[src/rtl/wb_grf.sv]
// Write-back stage general register file: decodes the W-stage instruction into a
// GRF write, holds the register array and serves two D-stage read ports with bypass.
module wb_grf #(
   parameter int NREG = 32,
   parameter int DW   = 32
) (
   input  logic          clk,
   input  logic          rst,
   input  logic [31:0]   instrW,
   input  logic          changeW,
   input  logic [DW-1:0] wdataW,
   input  logic [4:0]    ra1,
   input  logic [4:0]    ra2,
   output logic [DW-1:0] rd1,
   output logic [DW-1:0] rd2,
   output logic          weW,
   output logic [4:0]    waW,
   output logic [31:0]   wr_cnt
);

   localparam logic [5:0] OP_SPECIAL = 6'h00;
   localparam logic [5:0] OP_JAL     = 6'h03;
   localparam logic [5:0] OP_ORI     = 6'h0D;
   localparam logic [5:0] OP_LUI     = 6'h0F;
   localparam logic [5:0] OP_LW      = 6'h23;

   localparam logic [5:0] FN_JALR    = 6'h09;
   localparam logic [5:0] FN_MOVZ    = 6'h0A;
   localparam logic [5:0] FN_ADDU    = 6'h21;
   localparam logic [5:0] FN_SUBU    = 6'h23;

   logic [5:0]    op;
   logic [5:0]    fn;
   logic [4:0]    rt_f;
   logic [4:0]    rd_f;
   logic          dec_we;
   logic [4:0]    dest;

   logic [DW-1:0] grf_q [NREG];
   logic [DW-1:0] grf_d [NREG];
   logic [31:0]   wr_cnt_q;
   logic [31:0]   wr_cnt_d;

   logic          unused_instr_bits;

   assign op   = instrW[31:26];
   assign fn   = instrW[5:0];
   assign rt_f = instrW[20:16];
   assign rd_f = instrW[15:11];
   assign unused_instr_bits = ^{instrW[25:21], instrW[10:6]};

   // changeW only matters for the conditional move; all other writers ignore it.
   always_comb begin
      dec_we = 1'b0;
      dest   = 5'd0;
      case (op)
         OP_SPECIAL: begin
            case (fn)
               FN_ADDU, FN_SUBU, FN_JALR: begin
                  dec_we = 1'b1;
                  dest   = rd_f;
               end
               FN_MOVZ: begin
                  dec_we = changeW;
                  dest   = rd_f;
               end
               default: begin
                  dec_we = 1'b0;
                  dest   = 5'd0;
               end
            endcase
         end
         OP_ORI, OP_LUI, OP_LW: begin
            dec_we = 1'b1;
            dest   = rt_f;
         end
         OP_JAL: begin
            dec_we = 1'b1;
            dest   = 5'd31;
         end
         default: begin
            dec_we = 1'b0;
            dest   = 5'd0;
         end
      endcase
   end

   assign weW = dec_we && (dest != 5'd0);
   assign waW = weW ? dest : 5'd0;

   always_comb begin
      grf_d = grf_q;
      if (weW) begin
         grf_d[waW] = wdataW;
      end
      wr_cnt_d = wr_cnt_q + {31'd0, weW};
   end

   // Reset wins over a coinciding write, so nothing commits while rst is high.
   always_ff @(posedge clk or posedge rst) begin
      if (rst) begin
         for (int i = 0; i < NREG; i++) begin
            grf_q[i] <= '0;
         end
         wr_cnt_q <= 32'd0;
      end else begin
         grf_q    <= grf_d;
         wr_cnt_q <= wr_cnt_d;
      end
   end

   assign wr_cnt = wr_cnt_q;

   always_comb begin
      rd1 = '0;
      rd2 = '0;
      if (!rst) begin
         if (ra1 != 5'd0) begin
            rd1 = (weW && (waW == ra1)) ? wdataW : grf_q[ra1];
         end
         if (ra2 != 5'd0) begin
            rd2 = (weW && (waW == ra2)) ? wdataW : grf_q[ra2];
         end
      end
   end

endmodule

[config.mk]
export PLATFORM = sky130hd
export DESIGN_NAME = wb_grf
export DESIGN_NICKNAME = d
export VERILOG_FILES = /design/src/rtl/wb_grf.sv
export SDC_FILE = /design/constraint.sdc
export NUM_CORES = 2
export LEC_CHECK = 0
export CAP_MARGIN = 20
export CORE_MARGIN = 2
export CORE_UTILIZATION = 40
export CTS_BUF_LIST = sky130_fd_sc_hd__clkbuf_16
export DETAILED_ROUTE_END_ITERATION = 8
export PLACE_DENSITY = 0.62
export SLEW_MARGIN = 20
export SYNTH_ARGS = -nofsm -noshare
export SYNTH_HDL_FRONTEND = slang
export SYNTH_SLANG_ARGS = --single-unit
export TNS_END_PERCENT = 10
[constraint.sdc]
create_clock -name clk -period 34.3 [get_ports clk]
set_clock_uncertainty 0.05 [all_clocks]
set_input_delay 6.86 -clock clk [delete_from_list [all_inputs] [get_ports clk]]
set_output_delay 6.86 -clock clk [all_outputs]
set_load 0.1 [all_outputs]
## Word-level counts from Yosys, hierarchy flattened

Index checks and enable logic that the tools add are counted.

- Register bits: 1056
- Bits in latches: 0
- Memory bits (writable): 0
- Memory bits (read-only): 0
- Input bits: 77
- Output and inout bits: 102
- Logic and storage cells: 83
- Memories: 0

- $add $sub $neg: 1
- $mul: 0
- Divide/modulo/power cells: 0
- Magnitude comparators: 4
- Equality and inequality tests: 10
- Shift operators: 0
- Muxes and demuxes: 20
- Bitwise operators: 3
- Reduce and logical (&&, ||, !) cells: 12

Operator list:

| kind | count |
|---|---|
| $bwmux 1024 | 1 |
| $mux 32 | 11 |
| $bmux 32 s5 | 2 |
| $demux 32 s5 | 1 |
| $add 32x1->32 | 1 |
| $eq 6x4->1 const B | 4 |
| $eq 6x6->1 const B | 3 |
| $ge 6x6->1 const B | 3 |
| $not 5->6 | 3 |
| $pmux 5 s3 | 1 |
| $reduce_bool 5->1 | 3 |
| $eq 5x5->1 | 2 |
| $mux 5 | 2 |
| $reduce_or 4->1 | 2 |
| $eq 6x2->1 const B | 1 |
| $logic_not 6->1 | 1 |
| $lt 6x1->1 const B | 1 |
| $reduce_or 3->1 | 2 |
| $logic_and 1x1->1 | 4 |
| $pmux 1 s2 | 2 |

## Depth between registers and ports, before layout

- Depth in word-level cells: 13
- Gate-level depth with buffers: 14
- Gate-level depth less buffers: 12

## Worst setup path before layout

No wires, ideal clock.

- Path type: input to output
- From: in ra1[0]
- To: out rd1[22]
- Arrival time: 10.245 ns
- Data required time: 27.390 ns
- Path slack: 17.145 ns
- Stages: 8
- Path buffers: 4
- Cells stage by stage: clkbuf_1 -> buf_1 -> clkbuf_1 -> nor3_1 -> a21oi_1 -> clkbuf_1 -> o21ai_0 -> o21ai_1

- Cells in the longest elaborated chain, start to end: 7
- Elaborated cells on any way between the ends: 10
- Classes of those cells: 1 x eq/ne; 6 x mux; 1 x bitwise; 2 x reduce/logical

RTL lines:

| item | line | RTL |
|---|---|---|
| start: declaration | 12 | `input logic [4:0] ra1,` |
| $not 5->6 (implied by the code) | 119 | `rd1 = (weW && (waW == ra1)) ? wdataW : grf_q[ra1];` |
| $bmux 32 s5 | 119 |  |
| $mux 32 (implied by the code) (2 in series) | 119 |  |
| $mux 32 | 119 |  |
| $mux 32 (*) | 118 | `if (ra1 != 5'd0) begin` |
| $mux 32 (*) | 117 | `if (!rst) begin` |
| end: declaration | 14 | `output logic [DW-1:0] rd1,` |

Every way passes the cells marked *; elsewhere a longest branch is shown, timed or not. The select of a mux whose other input is x is not followed.

## Final worst setup path

- From: in ra2[0]
- To: out rd2[18]

- Cells in the longest elaborated chain, start to end: 7
- Elaborated cells on any way between the ends: 10
- Classes of those cells: 1 x eq/ne; 6 x mux; 1 x bitwise; 2 x reduce/logical

RTL lines:

| item | line | RTL |
|---|---|---|
| start: declaration | 13 | `input logic [4:0] ra2,` |
| $not 5->6 (implied by the code) | 122 | `rd2 = (weW && (waW == ra2)) ? wdataW : grf_q[ra2];` |
| $bmux 32 s5 | 122 |  |
| $mux 32 (implied by the code) (2 in series) | 122 |  |
| $mux 32 | 122 |  |
| $mux 32 (*) | 121 | `if (ra2 != 5'd0) begin` |
| $mux 32 (*) | 117 |  |
| end: declaration | 15 | `output logic [DW-1:0] rd2,` |

Marks and branches as above.

==> flow_summary.yaml <==
outcome:
  outcome: "finished, final reports clean"
logic_synthesis:
  ys_warn_count: 0
  avgSynthCellArea_um2: 14.9
  ys_top_cells_by_count: "dfrtp_1 (1056), mux2_2 (949), mux4_2 (512)"
  async_flop_share_pct: 100
  postSynthNetCount: 3851
  synth_top_area_share_pct: 47.1
  synth_seq_area_share_pct: 47.1
  synth_area_leaders: "dfrtp_1 (47%), mux4_2 (21%), mux2_2 (19%)"
  synth_edf_count: 0
  yosys.area.top_type: "dfrtp_1"
  synth_most_common_cell: "dfrtp_1"
  ys_ff_latch: 1056
  synth.distinct_cells: 58
  netlist_instances: 3772
  synth_flop_cell: "dfrtp_1"
  syn_area_um2: 56100
die:
  coreArea_um2: 139000
  start_util_pct: 40.3
  fp.dieH_um: 379
  dieArea_um2: 143000
  num_io_pins: 179
  die_w_um: 379
  row_count: 137
cells_and_area:
  syn_to_final_growth_pct: 11.7
  fillerInstances: 12300
  ff_latch_area_um2: 26400
  drive_above_1_share_pct: 47.2
  final_area_um2: 62700
  finalCoreUtilization_pct: 45.0
  finalNetCount: 3799
  multi_input_area_um2: 28100
min_path:
  hold_end: "grf_q[1010]"
  holdPathStages: 0
  hold_path.class: "reg2reg"
  min_from: "grf_q[1010]"
power_and_ir_drop:
  p_per_area_nw_per_um2: 41.2
  switchingPower_mw: 0.652
  internal_power_mw: 1.93
  clockPowerShare_pct: 44.1
  peakVddDrop_mv: 0.0397
  seqPwrFrac_pct: 48.8
  p_sw_share_pct: 25.2
  power_frac_comb_pct: 7.1
  p_leak_nw: 27.8
routing:
  final_antenna_net_count: 0
  routed_via_density: 6.31
  wire_per_inst_um: 31.0
  dr_total_vias: 35800
  wirelength_um: 176000
  drtPass1Iterations: 5
  initialDrtViolationCount: 3095
  drc: 0
grt:
  grt_pass1_wl_um: 259000
  grt.overflow.total: 0
  grt_antenna_before_repair: 6
  grt_usage_pct: 24.8
  grt_max_degree: 137
  grt_pass1_vias: 37800
setup_path:
  cp_max_fo: 53
  cp-end-kind: "output port"
  crit_type: "in2out"
  required_ns: 27.39
  reg2reg_depth: 7
  critPathLaunchType: "input port"
  r2r_end: "wr_cnt[29]"
  cp_data_arrival_time_ns: 12.59
  regToRegStartpoint: "wr_cnt[2]"
  rrSetupSlack_ns: 32.10
clock_tree:
  cts_hold_buf: 0
  cts_resized: 0
  cts_buffers: 114
  path_clk_slew_ns: 0.06
  cts_buffer_depth: 3
  clk_latency_ns: 0.70
  clockRootBuffer: "clkbuf_16"
  cts_sinks: 1056
  htree_levels: 3
  post_cts_buffers: 0
  cts_tree: "built"
sta:
  fin_setup_tns_ns: 0
  rsz0062_at_grt: "false"
  slew_headroom_pct: 25.0
  worst_slack_ns: 14.80
  max_freq_mhz: 51.3
  finalHoldViolCount: 0
  period_minus_slack_ns: 19.50
  tightest_slew_ns: 1.13
  setup_viol: 0
  slew_viol_final: 0
  fin_crit_sh_pct: 56.9
placement:
  hpwlAfterDp_um: 91100
  dpl_cell_area_um2: 59400
  port_buffers: 168
  place_congestion: 0.754
  pre_cts_ws_ns: 14.66
run:
  drv_cap: 0
[sequential cells by signal, indices dropped and copies added (netlist names)]
| name | cells |
|---|---|
| grf_q | 1024 |
| wr_cnt | 32 |
[layout by cell type, fill, tap and decap left out, types with 5 or more instances in the layout]
cell type        instances
dfrtp_1               1056
mux2_2                 949
mux4_2                 512
a22oi_1                256
clkdlybuf4s50_1        150
clkbuf_16              115
buf_4                  110
nand4_1                 70
a21oi_1                 66
o21ai_0                 65
a21boi_0                64
o21ai_1                 64
mux2_1                  43
xnor2_1                 33
clkinv_1                32
inv_1                   24
clkinv_2                17
nand2_2                 13
nand3_1                 12
buf_2                   12
nor2_4                  11
nand2_1                 11
nor2_1                   9
xor2_1                   7
and4_1                   6
nor3_1                   5
and3_1                   5
[through the flow]
step	hold WS, ns	instances	total power [mW]
after floorplan	0.391	3772	1.40
after global placement	0.326	5480	1.47
after detailed placement	0.333	5480	1.47
after CTS	0.346	5678	2.61
after global routing	0.360	5678	2.67
final	0.342	5679	2.58
[per-layer routing]
metal | share of wire (%) | GRT usage [%] | wire (um) | up-vias
met1 | 38 | 31.1 | 67600 | 19300
met4 | 5.0 | 11.8 | 8870 | 4
met3 | 6.4 | 3.84 | 11300 | 460
met2 | 50 | 42.3 | 88300 | 1389
met5 | 0.019 | 0 | 33 | -
li1 | - | - | - | 14700
[logic make-up (layout without fill, tap and decap cells)]
group / Yosys count / in the layout / synth area share, %
multiplexers: 1504 / 1504 / 40.4
flip-flops: 1056 / 1056 / 47.1
AO/OA/AOI/OAI: 533 / 533 / 6.40
buffers and inverters: 449 / 479 / 3.35
AND/OR/NAND/NOR: 188 / 188 / 2.06
XOR/XNOR: 40 / 40 / 0.624
adder cells (fa/ha/maj): 2 / 2 / 0.0446
other: 0 / 1 / 0
[worst max-delay path by stage]
stage	to	depth (start not counted)	slack (ns)	from
3_5_place_dp	rd2[18]	10	14.66	ra2[0]
4_1_cts	rd2[18]	10	14.67	ra2[0]
2_1_floorplan	grf_q[0]	1	12.83	rst
3_3_place_gp	rd2[18]	10	14.62	ra2[0]
6_report	rd2[18]	10	14.80	ra2[0]
5_1_grt	rd2[18]	10	14.29	ra2[0]
[cell type report]
type / instances / share of cell area, %
inverters: 2 / 0.0180
diodes: 1 / 0.00399
well taps: 1876 / 3.74
clock buffers: 115 / 4.59
repair buffers: 279 / 3.98
multi-input cells: 2267 / 44.8
flip-flops and latches: 1056 / 42.1
clock inverters: 83 / 0.762
[critical path, stage by stage]
cell and delay (ns):
buf_8 0.50, buf_4 0.82, buf_4 0.76, buf_4 0.92, mux4_2 0.39, a22oi_1 0.07, a21boi_0 0.31, o21ai_0 0.15
o21ai_1 0.42, clkdlybuf4s50_1 1.22
[power by group through the flow]
stage / Combinational, mW / Sequential (mW) / Clock [mW]
2_1_floorplan: 0.114 / 1.29 / 0
3_3_place_gp: 0.184 / 1.28 / 0
3_5_place_dp: 0.185 / 1.28 / 0
4_1_cts: 0.185 / 1.26 / 1.16
5_1_grt: 0.195 / 1.26 / 1.21
6_report: 0.184 / 1.26 / 1.14
Note: power is estimated with default switching activity, not from simulation.
